==> src/rtl/fir_xifu_ctrl.sv <==
// fir_xifu_ctrl
//   Control block for the FIR XIFU pipeline. It tracks each offloaded
//   instruction by XIF ID from issue through commit/kill to writeback. It
//   keeps a register scoreboard that stalls issue on RAW/WAW hazards. It
//   sequences the single outstanding LSU transaction and drives the pipeline
//   advance enable.
//
// Ports
//   clk_i, rst_ni          clock, asynchronous active-low reset
//   clear_i                synchronous flush of all state (highest priority)
//   issue_*                XIF issue offer; issue_ready_o is the handshake
//   commit_*               XIF commit/kill strobe
//   commit_o, kill_o       per-ID committed / killed flags (same-cycle bypass)
//   mem_valid_i/ready_i    EX memory request and LSU grant
//   mem_result_*           LSU response
//   wb_valid_i, wb_id_i    WB retire
//   ex_ready_o             pipeline advance enable for EX
module fir_xifu_ctrl #(
  parameter int NUM_ID   = 4,
  parameter int NUM_XREG = 32,
  localparam int ID_W    = (NUM_ID > 1) ? $clog2(NUM_ID) : 1
) (
  input  logic              clk_i,
  input  logic              rst_ni,
  input  logic              clear_i,
  input  logic              issue_valid_i,
  input  logic [ID_W-1:0]   issue_id_i,
  input  logic [4:0]        issue_rs1_i,
  input  logic [4:0]        issue_rs2_i,
  input  logic [4:0]        issue_rd_i,
  input  logic              issue_rd_we_i,
  input  logic              issue_mem_i,
  output logic              issue_ready_o,
  input  logic              commit_valid_i,
  input  logic [ID_W-1:0]   commit_id_i,
  input  logic              commit_kill_i,
  output logic [NUM_ID-1:0] commit_o,
  output logic [NUM_ID-1:0] kill_o,
  input  logic              mem_valid_i,
  input  logic              mem_ready_i,
  input  logic              mem_result_valid_i,
  input  logic [ID_W-1:0]   mem_result_id_i,
  input  logic              wb_valid_i,
  input  logic [ID_W-1:0]   wb_id_i,
  output logic              ex_ready_o
);

  typedef enum logic [1:0] {S_FREE, S_ISSUED, S_COMMITTED, S_KILLED} slot_e;
  typedef enum logic [1:0] {M_IDLE, M_REQ, M_RESP} mem_e;

  slot_e               slot_q [NUM_ID];
  slot_e               slot_d [NUM_ID];
  logic [NUM_XREG-1:0] busy_q, busy_d;
  logic [ID_W-1:0]     owner_q [NUM_XREG];
  mem_e                mem_q, mem_d;
  // mem_next_id_q: last memory instruction issued (the next request in EX).
  // mem_out_id_q: instruction owning the transaction currently in flight.
  logic [ID_W-1:0]     mem_next_id_q, mem_out_id_q;

  logic            issue_hs, commit_ev, kill_ev, resp_match, clr_reg, pending;
  logic [ID_W-1:0] own;

  assign commit_ev  = commit_valid_i & ~commit_kill_i;
  assign kill_ev    = commit_valid_i & commit_kill_i;
  assign resp_match = (mem_q == M_RESP) & mem_result_valid_i
                    & (mem_result_id_i == mem_out_id_q);

  assign issue_ready_o = issue_valid_i & (slot_q[issue_id_i] == S_FREE)
                       & ~busy_q[issue_rs1_i] & ~busy_q[issue_rs2_i]
                       & ~(issue_rd_we_i & busy_q[issue_rd_i])
                       & ex_ready_o & ~clear_i;
  assign issue_hs = issue_ready_o;

  always_comb begin
    for (int i = 0; i < NUM_ID; i++) begin
      commit_o[i] = (slot_q[i] == S_COMMITTED) | (commit_ev & (commit_id_i == ID_W'(i)));
      kill_o[i]   = (slot_q[i] == S_KILLED)    | (kill_ev   & (commit_id_i == ID_W'(i)));
    end
  end

  // Memory FSM: state register
  always_ff @(posedge clk_i or negedge rst_ni) begin
    if (!rst_ni) mem_q <= M_IDLE;
    else         mem_q <= mem_d;
  end

  // Memory FSM: next state
  always_comb begin
    mem_d = mem_q;
    unique case (mem_q)
      M_IDLE:  if (mem_valid_i) mem_d = mem_ready_i ? M_RESP : M_REQ;
      M_REQ:   if (mem_ready_i) mem_d = M_RESP;
      M_RESP:  if (resp_match)  mem_d = M_IDLE;
      default: mem_d = M_IDLE;
    endcase
    if (clear_i) mem_d = M_IDLE;
  end

  // Memory FSM: outputs
  always_comb begin
    ex_ready_o = 1'b1;
    unique case (mem_q)
      M_IDLE:  ex_ready_o = ~(mem_valid_i & ~mem_ready_i);
      M_REQ:   ex_ready_o = 1'b0;
      M_RESP:  ex_ready_o = resp_match;
      default: ex_ready_o = 1'b1;
    endcase
  end

  // Slot next state; retire outranks a same-cycle commit
  always_comb begin
    slot_d  = slot_q;
    pending = 1'b0;
    for (int i = 0; i < NUM_ID; i++) begin
      // A killed load/store holds its slot until its response returns
      pending = (mem_q != M_IDLE) & (mem_out_id_q == ID_W'(i)) & ~resp_match;
      unique case (slot_q[i])
        S_FREE:      if (issue_hs & (issue_id_i == ID_W'(i))) slot_d[i] = S_ISSUED;
        S_ISSUED: begin
          if (kill_ev & (commit_id_i == ID_W'(i)))        slot_d[i] = S_KILLED;
          else if (commit_ev & (commit_id_i == ID_W'(i))) slot_d[i] = S_COMMITTED;
        end
        S_KILLED:    if (!pending) slot_d[i] = S_FREE;
        default:     slot_d[i] = slot_q[i];
      endcase
      if (wb_valid_i & (wb_id_i == ID_W'(i))
          & ((slot_q[i] == S_ISSUED) | (slot_q[i] == S_COMMITTED)))
        slot_d[i] = S_FREE;
      if (clear_i) slot_d[i] = S_FREE;
    end
  end

  // Scoreboard next state. Set needs a free rd and clear needs a busy one,
  // so both never hit the same register in one cycle.
  always_comb begin
    busy_d  = busy_q;
    own     = '0;
    clr_reg = 1'b0;
    for (int r = 0; r < NUM_XREG; r++) begin
      own     = owner_q[r];
      clr_reg = (wb_valid_i & (wb_id_i == own)
                 & ((slot_q[own] == S_ISSUED) | (slot_q[own] == S_COMMITTED)))
              | (kill_ev & (commit_id_i == own) & (slot_q[own] == S_ISSUED));
      if (busy_q[r] & clr_reg) busy_d[r] = 1'b0;
    end
    if (issue_hs & issue_rd_we_i) busy_d[issue_rd_i] = 1'b1;
    busy_d[0] = 1'b0;
    if (clear_i) busy_d = '0;
  end

  always_ff @(posedge clk_i or negedge rst_ni) begin
    if (!rst_ni) begin
      busy_q <= '0;
      for (int i = 0; i < NUM_ID; i++) slot_q[i] <= S_FREE;
    end else begin
      busy_q <= busy_d;
      slot_q <= slot_d;
    end
  end

  // Owner and memory IDs are only read while qualified by busy/FSM state
  always_ff @(posedge clk_i) begin
    if (issue_hs & issue_rd_we_i) owner_q[issue_rd_i] <= issue_id_i;
    if (issue_hs & issue_mem_i)   mem_next_id_q <= issue_id_i;
    if ((mem_q == M_IDLE) & mem_valid_i) mem_out_id_q <= mem_next_id_q;
  end

endmodule
==> config.mk <==
export PLATFORM = sky130hd
export DESIGN_NAME = fir_xifu_ctrl
export DESIGN_NICKNAME = d
export VERILOG_FILES = /design/src/rtl/fir_xifu_ctrl.sv
export SDC_FILE = /design/constraint.sdc
export NUM_CORES = 1
export LEC_CHECK = 0
export ABC_CLOCK_PERIOD_IN_PS = 5500
export BUFFER_PORTS_ARGS = -buffer_cell sky130_fd_sc_hd__buf_2
export CORE_MARGIN = 5
export CORE_UTILIZATION = 60
export CTS_BUF_LIST = sky130_fd_sc_hd__clkbuf_4
export CTS_CLUSTER_SIZE = 16
export DETAILED_ROUTE_END_ITERATION = 16
export PLACE_DENSITY_LB_ADDON = 0.15
export SLEW_MARGIN = 20
export SYNTH_ARGS = -nofsm -noshare
export SYNTH_HDL_FRONTEND = slang
export SYNTH_SLANG_ARGS = --single-unit
==> constraint.sdc <==
create_clock -name clk_i -period 5.5 [get_ports clk_i]
set_clock_uncertainty 0.2 [all_clocks]
set_input_delay 0.275 -clock clk_i [delete_from_list [all_inputs] [get_ports clk_i]]
set_output_delay 0.275 -clock clk_i [all_outputs]
set_load 0.01 [all_outputs]
Word-level counts from Yosys, hierarchy flattened:

Memories as Yosys holds them, arrays and structs flattened.
Index checks and enable logic that the tools add are counted.
W data, S select, Z words.

* register bits after elaboration: 46
* memory bits (writable): 64
* bits of input ports: 35
* output and inout port bits: 10
* word-level logic and storage cells: 736
* memories: 1

Memory list
* owner_q: words 32, width 2, read ports 32, clocked after Yosys merged registers in 0, write ports 1, RTL line 54 `logic [ID_W-1:0] owner_q [NUM_XREG];`

* magnitude comparators: 37
* equal/unequal tests: 170
* multiplexer cells: 178
* bitwise operators: 321
* reductions and logical operators: 21

Operators by type and width (count)
* $and A1 B1 Y1: 203
* $mux W2: 95
* $bmux W2 S2: 33
* $eq A2 B2 Y1: 65
* $ge A3 B3 Y1 const B: 33
* $not A2 Y3: 33
* $eq A2 B2 Y1 const B: 49
* $eq A2 B1 Y1 const B: 41
* $or A1 B1 Y1: 76
* $mux W32: 2
* $mux W1: 38
* $or A32 B32 Y32: 1
* $pmux W2 S3: 5
* $logic_not A2 Y1: 10
* $ne A5 B4 Y1 const B: 4
* $reduce_bool A5 Y1: 4
* $lt A5 B6 Y1 const B: 3
* $ne A4 B3 Y1 const B: 4
* $ne A4 B4 Y1 const B: 4
* $reduce_and A4 Y1: 4
* $bmux W1 S5: 3
* $ne A3 B3 Y1 const B: 3
* $not A1 Y1: 8
* $demux W1 S5: 1
* 5 further kinds: 5

Logic depth before layout (Yosys ltp):

Gate-level depths: netlist (run 1).

* depth after elaboration: 16
* gate-level depth with buffers: 9
* gate-level depth less buffers: 8

Least setup slack after synthesis (run 1):

OpenSTA, ideal clock, no wires.

* path kind: input-to-reg
* start point: input port issue_rs1_i[0]
* end point: memory owner_q[11][0] (netlist bit) (enable)
* library setup time: 0.311 ns
* data arrival time: 2.818 ns
* data required time: 4.989 ns
* path slack: 2.171 ns
* cell stages on the path: 7
* buffers on the path: 1
* cells stage by stage: clkbuf_1 mux4_2 mux4_2 o22a_1 nor4b_4 nand3_1 nor2_1

* cells in the longest elaborated chain, start to end: 11

RTL lines
* start, declared: RTL line 28 `input logic [4:0] issue_rs1_i,`
* $bmux W1 S5: RTL line 69 `& ~busy_q[issue_rs1_i] & ~busy_q[issue_rs2_i]`
* $mux W1 (implied by the code): RTL line 69
* $not A1 Y1: RTL line 69
* $and A1 B1 Y1 (2 in series): RTL line 69
* $and A1 B1 Y1: RTL line 70 `& ~(issue_rd_we_i & busy_q[issue_rd_i])`
* $and A1 B1 Y1 (2 in series): RTL line 71 `& ex_ready_o & ~clear_i;`
* $and A1 B1 Y1: RTL line 163 `if (issue_hs & issue_rd_we_i) owner_q[issue_rd_i] <= issue_id_i;`
* $mux W1: RTL line 163
* $mux W1 (implied by the code): RTL line 163
* end, declared: RTL line 54

No other way between the ends. The select of a mux whose other input is x is not followed.

Worst setup path after layout (run 1):

* start point: input port clear_i
* end point: memory owner_q[27][1] (netlist bit) (enable)

* cells in the longest elaborated chain, start to end: 5

RTL lines
* start, declared: RTL line 25 `input logic clear_i,`
* $not A1 Y1: RTL line 71
* $and A1 B1 Y1: RTL line 71
* $and A1 B1 Y1: RTL line 163
* $mux W1: RTL line 163
* $mux W1 (implied by the code): RTL line 163

No other way between the ends.

==> results list, run 1 <==
- Run status: complete, no violations
- Number of flip-flops and latches in the synthesized netlist: 107
- Counting every instance in the synthesized netlist gives 812.
- The startpoint identified for the worst register-to-register timing path is busy_q[29]$_DFF_PN0_.
- GRT Residual Overflow: 0
- Final setup vio count: 0
- IR analysis of the VDD net gives a maximum drop of 165.4 uV.
- STA puts the critical path data required time at 5490 ps.
- Worst Hold Class: input pin to async pin
- Std-Cell Rows: 45
- RR Endpoint: owner_q[27][1]$_DFFE_PP_
- Final WL: 27320 um
* Total count of hold-check failures in the final report: 0
- Count of fill cells added during filler insertion: 1176
* Setup slack of the worst register-to-register path: 1770 ps
- The H-tree generated during clock tree synthesis spans 3 levels.
- In the final layout, the multi-input gates occupy 5708 um2.
- Derived from the worst setup path, the maximum achievable clock frequency is 0.2648 GHz.
* Total Nets Final: 911
- Drt drc: 0
* Wirelength per Cell: 26.84 um
- Number of buffers created by CTS: 9
* Number of max-slew violations in the final report: 0
* Netlist area before placement: 9191 um2
- Type of destination of the critical path: flop
- Delay contributed by the slowest stage of the critical path: 600 ps
- The first TritonRoute pass finished after 5 iterations.
- Fraction of layout cells with a size suffix above 1: 20.29%
- Die Height: 133.8 um
* Post-DP HPWL: 17280 um
- Detail Route Antenna Nets: 0
* Leakage power: 3.340 nW
* Setup slack of the critical path after layout: 1723 ps
- Clock tree synthesis selected as its root buffer the cell clkbuf_4.
* Pin count of the biggest net entering global routing: 46
- By area the synthesized netlist is led by edfxtp_1, mux4_2, xnor2_1.
* TritonCTS clock tree: done
- Overall global routing resource usage: 31.18%
- The routed design could run at a clock period as short as 3777 ps.
- Port buffering added 44 buffers.
* Crit Path Max Fanout: 45
- The critical path in this run is classified as input pin to flop.
* Arrival time of the worst setup path: 3760 ps
- 1st-iter DRT viols: 1118
- Total I/O pin count: 45
- The via count of the first global-routing pass is 7470.
* Kind of start point of the critical path: input pin
- In the routed layout, each cell is associated on average with a via count of 7.166.
* Number of warnings issued by yosys: 0
- Max-cap violations in this run came to 0.
- Post-synthesis net count: 900
* Wire length of the first global-routing pass: 42570 um
- The detailed router placed 7295 vias in this run.
- The floorplan step defined a die boundary enclosing 17890 um2.
- Crit share post-route: 68.67%
* Post-Place Setup Slack: 1631 ps
* Top cell type by total area after synthesis: edfxtp_1
- Dividing total power by cell area gives a power density of 258.2 nW/um2.
- Setup repair after global routing left no endpoint under its margin.
* Floorplan die width: 133.8 um
* GP Congestion: 0.9472
- CTS resizes: 0
* Ys flop type: edfxtp_1
- The region available for standard cell placement spans 15090 um2.
* Final total negative setup slack: 0 ps
* Tightest slew margin relative to the limit: 39.07%
* Count of cell types in the netlist: 62
- With fillers left out, the area of the finished cells amounts to 9678 um2.
- A synthesized cell averages 11.32 um2.
* Area growth syn-to-layout: 5.295%
- The top cell type by area accounts for 21.56% of the synthesized area.
* Number of setup buffers added after CTS: 0
- Number of synthesized flops with an enable pin: 66
- Register area: 3008 um2
* Worst-Margin Slew: 913.9 ps
* Initial antenna violation count: 1
- Clock sink total: 107
* Number of cells on the worst reg-to-reg path: 7
- Starting density of the core: 60.91%
- Placement Cell Area: 9475 um2
- After clock tree synthesis, the clock-pin slew on the worst setup and hold paths is 160 ps.
- Most common cell after layout, fill and taps aside: xnor2_1
* Commonest cells after routing, fill and taps aside: xnor2_1, mux4_2, nand4_1
- Clock latency at the later pin of the worst-skew pair: 500 ps
- Cell type of the slowest stage on the worst timing path: or4_1
- In the synthesized netlist the async set-or-reset flop fraction comes to 38.32%.
- After synthesis, flip-flops and latches occupy 32.73% of the total area.
- CTS max path bufs: 2
- Traced cell by cell, the critical path runs through dlygate4sd3_1, buf_2, inv_1, buf_4, o211ai_1, a211o_1, or4_1, nor4b_4, nand3_1, nor2_1.
registers in the layout, indices dropped and copies added, names as in the netlist:
signal	cells
mem_q	2
slot_q	8
owner_q	62
mem_next_id_q	2
busy_q	31
mem_out_id_q	2
report_power, final:
group,internal (W),switching [W]
logic,0.000547,0.000692
registers,0.000879,0.0000152
clock network,0.000108,0.000258
total,0.00153,0.000965
critical path: cells and delay by family:
kind | cells | cell delay [ps]
AOI/OAI and AO/OA | 2 | 500
buffers and inverters | 4 | 1260
and+or+nand+nor | 4 | 1720
kinds of logic after synthesis:
| logic type | synth area share [%] |
|---|---|
| AND/OR/NAND/NOR | 14.33 |
| XOR/XNOR | 12.01 |
| buffers and inverters | 5.173 |
| flip-flops | 32.73 |
| multiplexers | 22.30 |
| AO/OA/AOI/OAI | 6.249 |
| adder cells (fa/ha/maj) | 7.215 |
worst max-delay path by stage:
stage | start | to | slack (ps) | depth (start not counted)
2_1_floorplan | issue_rs1_i[0] | owner_q[11][0]$_DFFE_PP_ | 2170 | 7
3_3_place_gp | issue_rs2_i[1] | owner_q[27][0]$_DFFE_PP_ | 1700 | 8
3_5_place_dp | issue_rs2_i[1] | owner_q[15][0]$_DFFE_PP_ | 1630 | 8
4_1_cts | clear_i | owner_q[27][1]$_DFFE_PP_ | 1760 | 10
5_1_grt | clear_i | owner_q[27][0]$_DFFE_PP_ | 1610 | 10
6_report | clear_i | owner_q[27][1]$_DFFE_PP_ | 1720 | 10
synth_stat cells (all sizes together), types with 3 or more instances:
master and instances:
a21oi 9, dfrtp 41, buf 13, a21boi 3, nor3 3, mux2 5, and3 3, o211ai 4
ha 53, mux4 78, nand3b 4, or3b 3, a21o 4, edfxtp 66, nand2b 9, mux2i 23
xnor2 126, nand2 11, inv 49, nor4 4, nor2b 7, clkbuf 53, nand4b 31, nand3 10
nor2 48, and2 4, nor3b 3, nand4 69, o22ai 4, o21ai 38, a31o 3
stage by stage:
stage	hold WS, ps	instances	total power (W)	util, %
finish	111.1	1018	0.002498	64.14
floorplan	-220.6	812	0.001776	-
global route	150.0	1018	0.002636	64.14
global placement	222.1	992	0.002052	62.79
detailed placement	217.6	992	0.002124	62.79
CTS	119.4	1016	0.002486	64.09
final cells by class:
| class | instances | area share (%) |
|---|---|---|
| Clock inverter | 4 | 0.2586 |
| Tap cell | 188 | 2.431 |
| Antenna cell | 2 | 0.05171 |
| Sequential cell | 107 | 31.08 |
| Timing Repair Buffer | 68 | 4.370 |
| Clock buffer | 12 | 0.9308 |
| Inverter | 49 | 1.900 |
| Multi-Input combinational cell | 588 | 58.98 |
routing by layer:
metal  vias up  GRT usage (%)  routed length [um]
met5         -              0                   0
met4         0          12.46                 910
met3        93          9.640                3048
met2       438          49.21               12680
met1      3651          40.51               10680
li1       3113              -                   -
repair_timing:
action | CTS | global route
hold buffers | 8 | 0
endpoints found under the setup margin | 0 | 0
hold endpoints to repair | 51 | 0
Power figures use the tool's default switching activity.
==> run 2, diff against run 1 <==
--- a/config.mk
+++ b/config.mk
@@ -5,7 +5,8 @@
 export SDC_FILE = /design/constraint.sdc
 export NUM_CORES = 1
 export LEC_CHECK = 0
-export ABC_CLOCK_PERIOD_IN_PS = 5500
+export ABC_AREA = 1
+export ABC_CLOCK_PERIOD_IN_PS = 3880
 export BUFFER_PORTS_ARGS = -buffer_cell sky130_fd_sc_hd__buf_2
 export CORE_MARGIN = 5
 export CORE_UTILIZATION = 60
==> constraint.sdc (replaced) <==
create_clock -name clk_i -period 3.88 [get_ports clk_i]
set_clock_uncertainty 0.2 [all_clocks]
set_input_delay 0.194 -clock clk_i [delete_from_list [all_inputs] [get_ports clk_i]]
set_output_delay 0.194 -clock clk_i [all_outputs]
set_load 0.01 [all_outputs]
==> results list, run 2 <==
- In this run the worst path has a maximum fanout of 24.
- Across every metal layer, demand over resource in global routing totals 32.03%.
- CTS saw 107 sinks.
* Type of the setup path with the least slack: flop to flop
- Endpoint required time on the critical path: 3900 ps
- Number of instances in the synthesized netlist: 1415
- Number of flip-flops under the largest register name: 62
- Worst Path Buf+Inv: 4
* Total count of hold-check failures in the final report: 0
- The later pin in the worst-skew pair is clocked with a latency of 500 ps.
- First drt pass iteration count: 6
* Multiplexer share of the synthesized area: 0%
- The worst register-to-register path begins at mem_q[0]$_DFFE_PN0P_.
- The routed layout has 9905 vias.
- Number of setup buffers added after CTS: 0
* Drt drc: 0
- The clock passes through at most 2 buffers.
* Beginning of the worst hold path: issue_rd_we_i
- Clock input transition at the sequential cells of the worst setup and hold paths: 180 ps
* Highest clock rate: 0.3125 GHz
* Arrival time of the worst setup path: 3220 ps
* Detail Route met3 WL: 3306 um
- Once the floorplan was initialized, standard cells occupied 61.08% of the core.
- Final WL: 29860 um
* Setup repair after global routing missed its margin: false
- Post-synthesis share of cell area spent on xor and xnor gates: 5.506%
- Pin count of the biggest net entering global routing: 57
* Most common cell after layout, fill and taps aside: a21oi_1
- For this run, the number of Yosys warnings is 0.
* Synthesized-area fraction occupied by and/or/nand/nor cells: 22.42%
- In this run the static leakage power is 4.488 nW.
- Number of I/O port buffers: 44
- Die Height: 137.2 um
- Worst-Margin Slew: 1052 ps
* Placement Cell Area: 9899 um2
- Kind of start point of the critical path: flop
- Fraction of layout cells with a size suffix above 1: 6.776%
* Number of flip-flops and latches in the synthesized netlist: 107
- Yosys top cell area share: 20.43%
* Die footprint: 18820 um2
* Post-Route Utilization: 64.30%
- The critical path goes through inv_1, nand2_1, nor2_1, nand4_1, nand3_1, nand2_1, inv_1, nand2_1, nor2_2, nand2_2, nor2_4, buf_4, nand3_1, inv_1.
- Post-synthesis net count: 1503
- Setup violations remaining at the end of the flow were counted as 0.
- Highest Signal Layer: met5
- Biggest register: owner_q
- Leaving out fill and tap cells, the most frequent cells in the layout are a21oi_1, nand2_1, inv_1.
* Area inside the core boundary: 15890 um2
- After synthesis, the share of flip-flops with an asynchronous set or reset is 38.32%.
- a21oi_1 is the most common cell in the netlist.
* Mean instance size in the synthesized netlist: 6.857 um2
* Maximum VDD drop: 426.8 uV
* Number of H-tree branching levels: 3
* Tightest slew margin relative to the limit: 29.81%
- Cell type of the slowest stage on the worst timing path: dfrtp_1
- Length of routed wiring on met1: 12760 um
- Std-Cell Rows: 46
* 1st-iter DRT viols: 1207
- Ratio of routed vias to standard cells: 6.114
* Placed instance count: 1590
- Count of fill cells added during filler insertion: 1524
- Counting flops with a built-in enable in the synthesized netlist gives 66.
- Sequential cells were found to cover 31.00% of the synthesized design area.
- The worst hold path belongs to the class input pin to flop.
* Floorplan die width: 137.2 um
- The flow ran to the end, and the final reports show no timing, DRC or antenna violations.
* Wirelength per Cell: 18.43 um
- Synthesis instantiated 33 different standard cells from the library.
- Worst setup startpoint: mem_q[0]$_DFFE_PN0P_
- Commonest cells post-synth: a21oi_1, nand2_1, inv_1
* Area fraction in compound gates after synthesis: 22.28%
- Final total power: 0.004008 W
- The count of cells in the finished layout, fillers not included, comes to 1620.
* Total Nets Final: 1485
* Top cells by area, synth: edfxtp_1, a21oi_1, dfrtp_1
- TritonCTS built the clock tree.
- Among all flip-flop cells after synthesis, the most frequent one is edfxtp_1.
- Type of destination of the critical path: flop
- Cell area power density: 392.4 nW/um2
- Routed length on met2: 13270 um
* Largest registers ranked by flip-flop count: owner_q x62, busy_q x31, slot_q x8
- Total I/O pin count: 45
* GP Congestion: 0.9473
- GRT Residual Overflow: 0
- The first global-routing pass estimated 46910 um of wire.
* Post-DP HPWL: 19710 um
- Top delay family on crit path: simple AND/OR/NAND/NOR gates
- Delay contributed by the slowest stage of the critical path: 460 ps
- The total count of max-transition violations in the final report came to 0.
- Post-synthesis share of cell area spent on full adders, half adders and majority gates: 6.834%
* CTS resizes: 0
- The tool flagged a number of max-cap violations equal to 0.
* Final critical delay including setup and external delays: 3200 ps
- The via count of the first global-routing pass is 8963.
- The root buffer cell chosen for the clock tree is clkbuf_4.
* Initial antenna violation count: 2
- Buffers inserted during clock tree synthesis total 9.
* Crit share post-route: 82.48%
* Area growth syn-to-layout: 5.274%
- The mapped netlist covers 9703 um2.
* Main combinational cell family by area after synthesis: simple AND/OR/NAND/NOR gates
* Detail Route Antenna Nets: 0
- Top cell type by total area after synthesis: edfxtp_1
* Fin area: 10210 um2
- Summed over all failing endpoints, the final setup total negative slack is 0 ps.
## run 2: changes by cell type in the layout (fill, tap and decap cells not counted), moves of 31 or more
| cell | change |
|---|---|
| nand2_1 | +215 |
| o21ai_0 | +85 |
| a21oi_1 | +245 |
| inv_1 | +129 |
| nand3_1 | +161 |
| mux4_2 | -76 |
| nand4b_1 | -31 |
| nand4_1 | -32 |
| xnor2_1 | -66 |
## run 2: metrics by stage
step                      hold WS (ps)  worst slack (ps)
after floorplan                 -301.6              1634
after global placement           200.1             887.4
after detailed placement        -20.53             740.6
after CTS                        2.270             768.6
after global routing             6.117             493.6
final                            18.42             679.6
## run 2: path summary, 6_finish.rpt
| path | slack [ps] | cells after the start | endpoint |
|---|---|---|---|
| max | 680 | 14 | owner_q[16][1]$_DFFE_PP_ |
| max reg2reg | 680 | 14 | owner_q[16][1]$_DFFE_PP_ |
| min reg2reg | 260 | 0 | mem_out_id_q[1]$_DFFE_PP_ |
| max in group asynchronous | 2170 | 3 | busy_q[19]$_DFF_PN0_ |
| min in group asynchronous | 30 | 3 | busy_q[9]$_DFF_PN0_ |
| min | 20 | 5 | busy_q[9]$_DFF_PN0_ |
## run 2: worst min-delay path: stages
cell and delay (ps):
buf_2 130, inv_1 90, nor2_4 110, nand3_1 110, a21oi_1 60
## run 2: final cells by class
type	count	area, um2	share of cell area, %
tap	216	270.3	2.646
sequential	107	3008	29.45
timing repair buffer	75	508.0	4.973
clock inverter	7	122.6	1.200
inverter	186	698.2	6.835
multi-input combinational	1018	5535	54.19
antenna	2	5.005	0.04900
clock buffer	9	67.56	0.6614
## run 2: routing by layer
| layer | up-vias | GRT usage (%) |
|---|---|---|
| met5 | - | 0 |
| met3 | 49 | 7.706 |
| li1 | 4770 | - |
| met1 | 4538 | 45.07 |
| met4 | 2 | 8.814 |
| met2 | 546 | 49.56 |
## run 2: repair_timing
action,4_1_cts,5_1_grt
endpoints found under the hold margin,65,0
endpoints found under the setup margin,0,0
hold buffers,12,0
## run 2: power by group
| part | leakage [nW] | internal, W | switching [W] |
|---|---|---|---|
| clock | 0.0932 | 0.000330 | 0.000401 |
| combinational | 3.24 | 0.000635 | 0.00134 |
| sequential | 1.16 | 0.00126 | 0.0000474 |
| total | 4.49 | 0.00222 | 0.00179 |
## run 2: logic make-up (layout without fill, tap and decap cells)
kind of cell / count (synthesis) / after routing
AND/OR/NAND/NOR: 487 / 487
AO/OA/AOI/OAI: 417 / 417
flip-flops: 107 / 107
other: 0 / 2
XOR/XNOR: 61 / 61
buffers and inverters: 290 / 277
adder cells (fa/ha/maj): 53 / 53
==> run 3, diff against run 2 <==
--- a/config.mk
+++ b/config.mk
@@ -6,7 +6,7 @@
 export NUM_CORES = 1
 export LEC_CHECK = 0
 export ABC_AREA = 1
-export ABC_CLOCK_PERIOD_IN_PS = 3880
+export ABC_CLOCK_PERIOD_IN_PS = 3150
 export BUFFER_PORTS_ARGS = -buffer_cell sky130_fd_sc_hd__buf_2
 export CORE_MARGIN = 5
 export CORE_UTILIZATION = 60
==> constraint.sdc (replaced) <==
create_clock -name clk_i -period 3.15 [get_ports clk_i]
set_clock_uncertainty 0.2 [all_clocks]
set_input_delay 0.1575 -clock clk_i [delete_from_list [all_inputs] [get_ports clk_i]]
set_output_delay 0.1575 -clock clk_i [all_outputs]
set_load 0.01 [all_outputs]
==> results list, run 3 (same netlist as run 2, synthesis figures left out) <==
- Counting flops per register, the top entry is owner_q.
- In this run the worst path has a maximum fanout of 7.
- Compared with the post-synthesis result, the final layout area differs by 6.125%.
- Final critical delay including setup and external delays: 3006 ps
- Commonest cells after routing, fill and taps aside: a21oi_1, nand2_1, inv_1
* Highest clock rate: 0.3326 GHz
- Setup slack of the critical path after layout: 143.5 ps
- The worst setup path is captured at a primary output.
* GRT Residual Overflow: 0
* Worst-Margin Slew: 1031 ps
- After layout, the worst path uses 95.44% of the clock period.
- The initial antenna violation count was 1.
- Setup violations remaining at the end of the flow were counted as 0.
- The first global-routing pass estimated 46990 um of wire.
- After legalization and detailed placement, the total HPWL measured 19470 um.
- Clock sink total: 107
- For this block, the routed nets add up to 29930 um of wire.
* Final total power: 0.004863 W
- GP Congestion: 1.022
- The floorplan step set the die height to 137.2 um.
- Drt drc: 0
* Leakage power: 4.542 nW
- CTS max path bufs: 2
- TritonCTS clock tree: done
- Cell area power density: 472.2 nW/um2
- Post-Place Setup Slack: -46.19 ps
* Number of buffers created by CTS: 9
- Run status: complete, no violations
* Number of flip-flops under the largest register name: 62
- Most common cell after layout, fill and taps aside: a21oi_1
* Maximum VDD drop: 408.1 uV
- The later pin in the worst-skew pair is clocked with a latency of 500 ps.
- Starting density of the core: 61.08%
- Count of vias placed by the detailed router: 9860
- Once detail routing completed, the nets flagged for antenna violations numbered 0.
* First drt pass iteration count: 5
* Ratio of routed vias to standard cells: 6.045
- After the last flow step, the layout net total stands at 1497.
* Tightest slew margin relative to the limit: 30.75%
- Largest registers ranked by flip-flop count: owner_q x62, busy_q x31, slot_q x8
- The die covers 18820 um2.
- The total count of max-transition violations in the final report came to 0.
- 1st-iter DRT viols: 1014
- The final hold violation count was 0.
- Cells with a size suffix above 1 make up 7.567% of the layout.
- Worst Hold Margin: 10.22 ps
- Type of the setup path with the least slack: input pin to primary output
* Endpoint required time on the critical path: 2790 ps
- Std-Cell Rows: 46
- Total I/O pin count: 45
- The worst setup path is launched from an input pin.
- The via count of the first global-routing pass was 8987.
- Setup repair after global routing left no endpoint under its margin.
* Area inside the core boundary: 15890 um2
* Clock input transition at the sequential cells of the worst setup and hold paths: 160 ps
- The tree is rooted in a clkbuf_4.
- In this run the number of H-tree levels came out at 3.
- Overall global routing resource usage: 32.16%
* Pin count of the biggest net entering global routing: 61
* Worst Hold Class: input pin to flop
* Max-capacitance violation count: 0
- Number of I/O port buffers: 44
- Floorplan die width: 137.2 um
- After detailed routing, the average wire length per cell comes to 18.35 um.
- At the worst endpoint, the arrival time is 2650 ps.
[run 3: changes by cell type in the layout (fill, tap and decap cells not counted), sizes merged]
cell / change
buf: +11
bufinv: -1
clkinvlp: -2
clkbuf: +1
diode: -1
clkinv: +3
inv: -1
nor2: +1
[run 3: worst paths after layout]
kind / startpoint / to / slack, ps / cells past startpoint
setup / recovery: issue_rd_i[2] / issue_ready_o / 140 / 12
hold / removal: issue_rd_we_i / busy_q[14]$_DFF_PN0_ / 10 / 5
setup reg to reg: mem_q[0]$_DFFE_PN0P_ / owner_q[4][0]$_DFFE_PP_ / 260 / 14
hold reg to reg: mem_next_id_q[0]$_DFFE_PP_ / mem_out_id_q[0]$_DFFE_PP_ / 250 / 0
max in group asynchronous: rst_ni / busy_q[12]$_DFF_PN0_ / 1940 / 3
min in group asynchronous: rst_ni / busy_q[24]$_DFF_PN0_ / 50 / 2
[run 3: where the power goes]
group	switching (W)	internal (W)
registers	0.0000590	0.00155
clock network	0.000475	0.000334
logic	0.00165	0.000792
[run 3: routing by layer]
layer / track usage, % / part of all wire [%] / routed length (um) / vias up
met1: 44.60 / 42 / 12700 / 4508
met3: 8.291 / 12 / 3496 / 62
li1: - / - / - / 4793
met5: 0 / 0 / 0 / -
met4: 9.922 / 2.2 / 648 / 0
met2: 49.62 / 44 / 13080 / 497
[run 3: final cells by class]
type | instances | area [um2]
clock inverters | 6 | 88.84
flip-flops and latches | 107 | 3008
inverters | 186 | 698.2
well taps | 216 | 270.3
fillers | 1448 | 5588
repair buffers | 86 | 603.1
diodes | 1 | 2.502
multi-input cells | 1019 | 5552
clock buffers | 10 | 75.07
[run 3: repair_timing]
item / 4_1_cts / 5_1_grt
setup buffers: 0 / 4
setup endpoints to repair: 52 / 84
hold buffers: 12 / 0
pin swaps: 1 / 2
endpoints found under the hold margin: 71 / 0
resized for setup: 1 / 1
gates cloned: 1 / 0
[run 3: per-stage QoR]
stage                     TNS (ps)  std cells  cell area (um2)  utilization, %
final                            0       1631            10300           64.82
after floorplan                  0       1415             9703               -
after global routing             0       1631            10300           64.82
after detailed placement    -264.8       1597             9952           62.65
after CTS                        0       1626            10250           64.51
after global placement      -28.62       1597             9952           62.65
[run 3: worst max-delay path: stages]
cell,delay [ps]
dlygate4sd3_1,520
buf_2,160
inv_1,100
nor3_1,830
nand2_1,110
nand2_1,100
nor2_1,40
nand2_1,90
a21oi_2,70
nand2_2,240
inv_1,70
buf_2,140
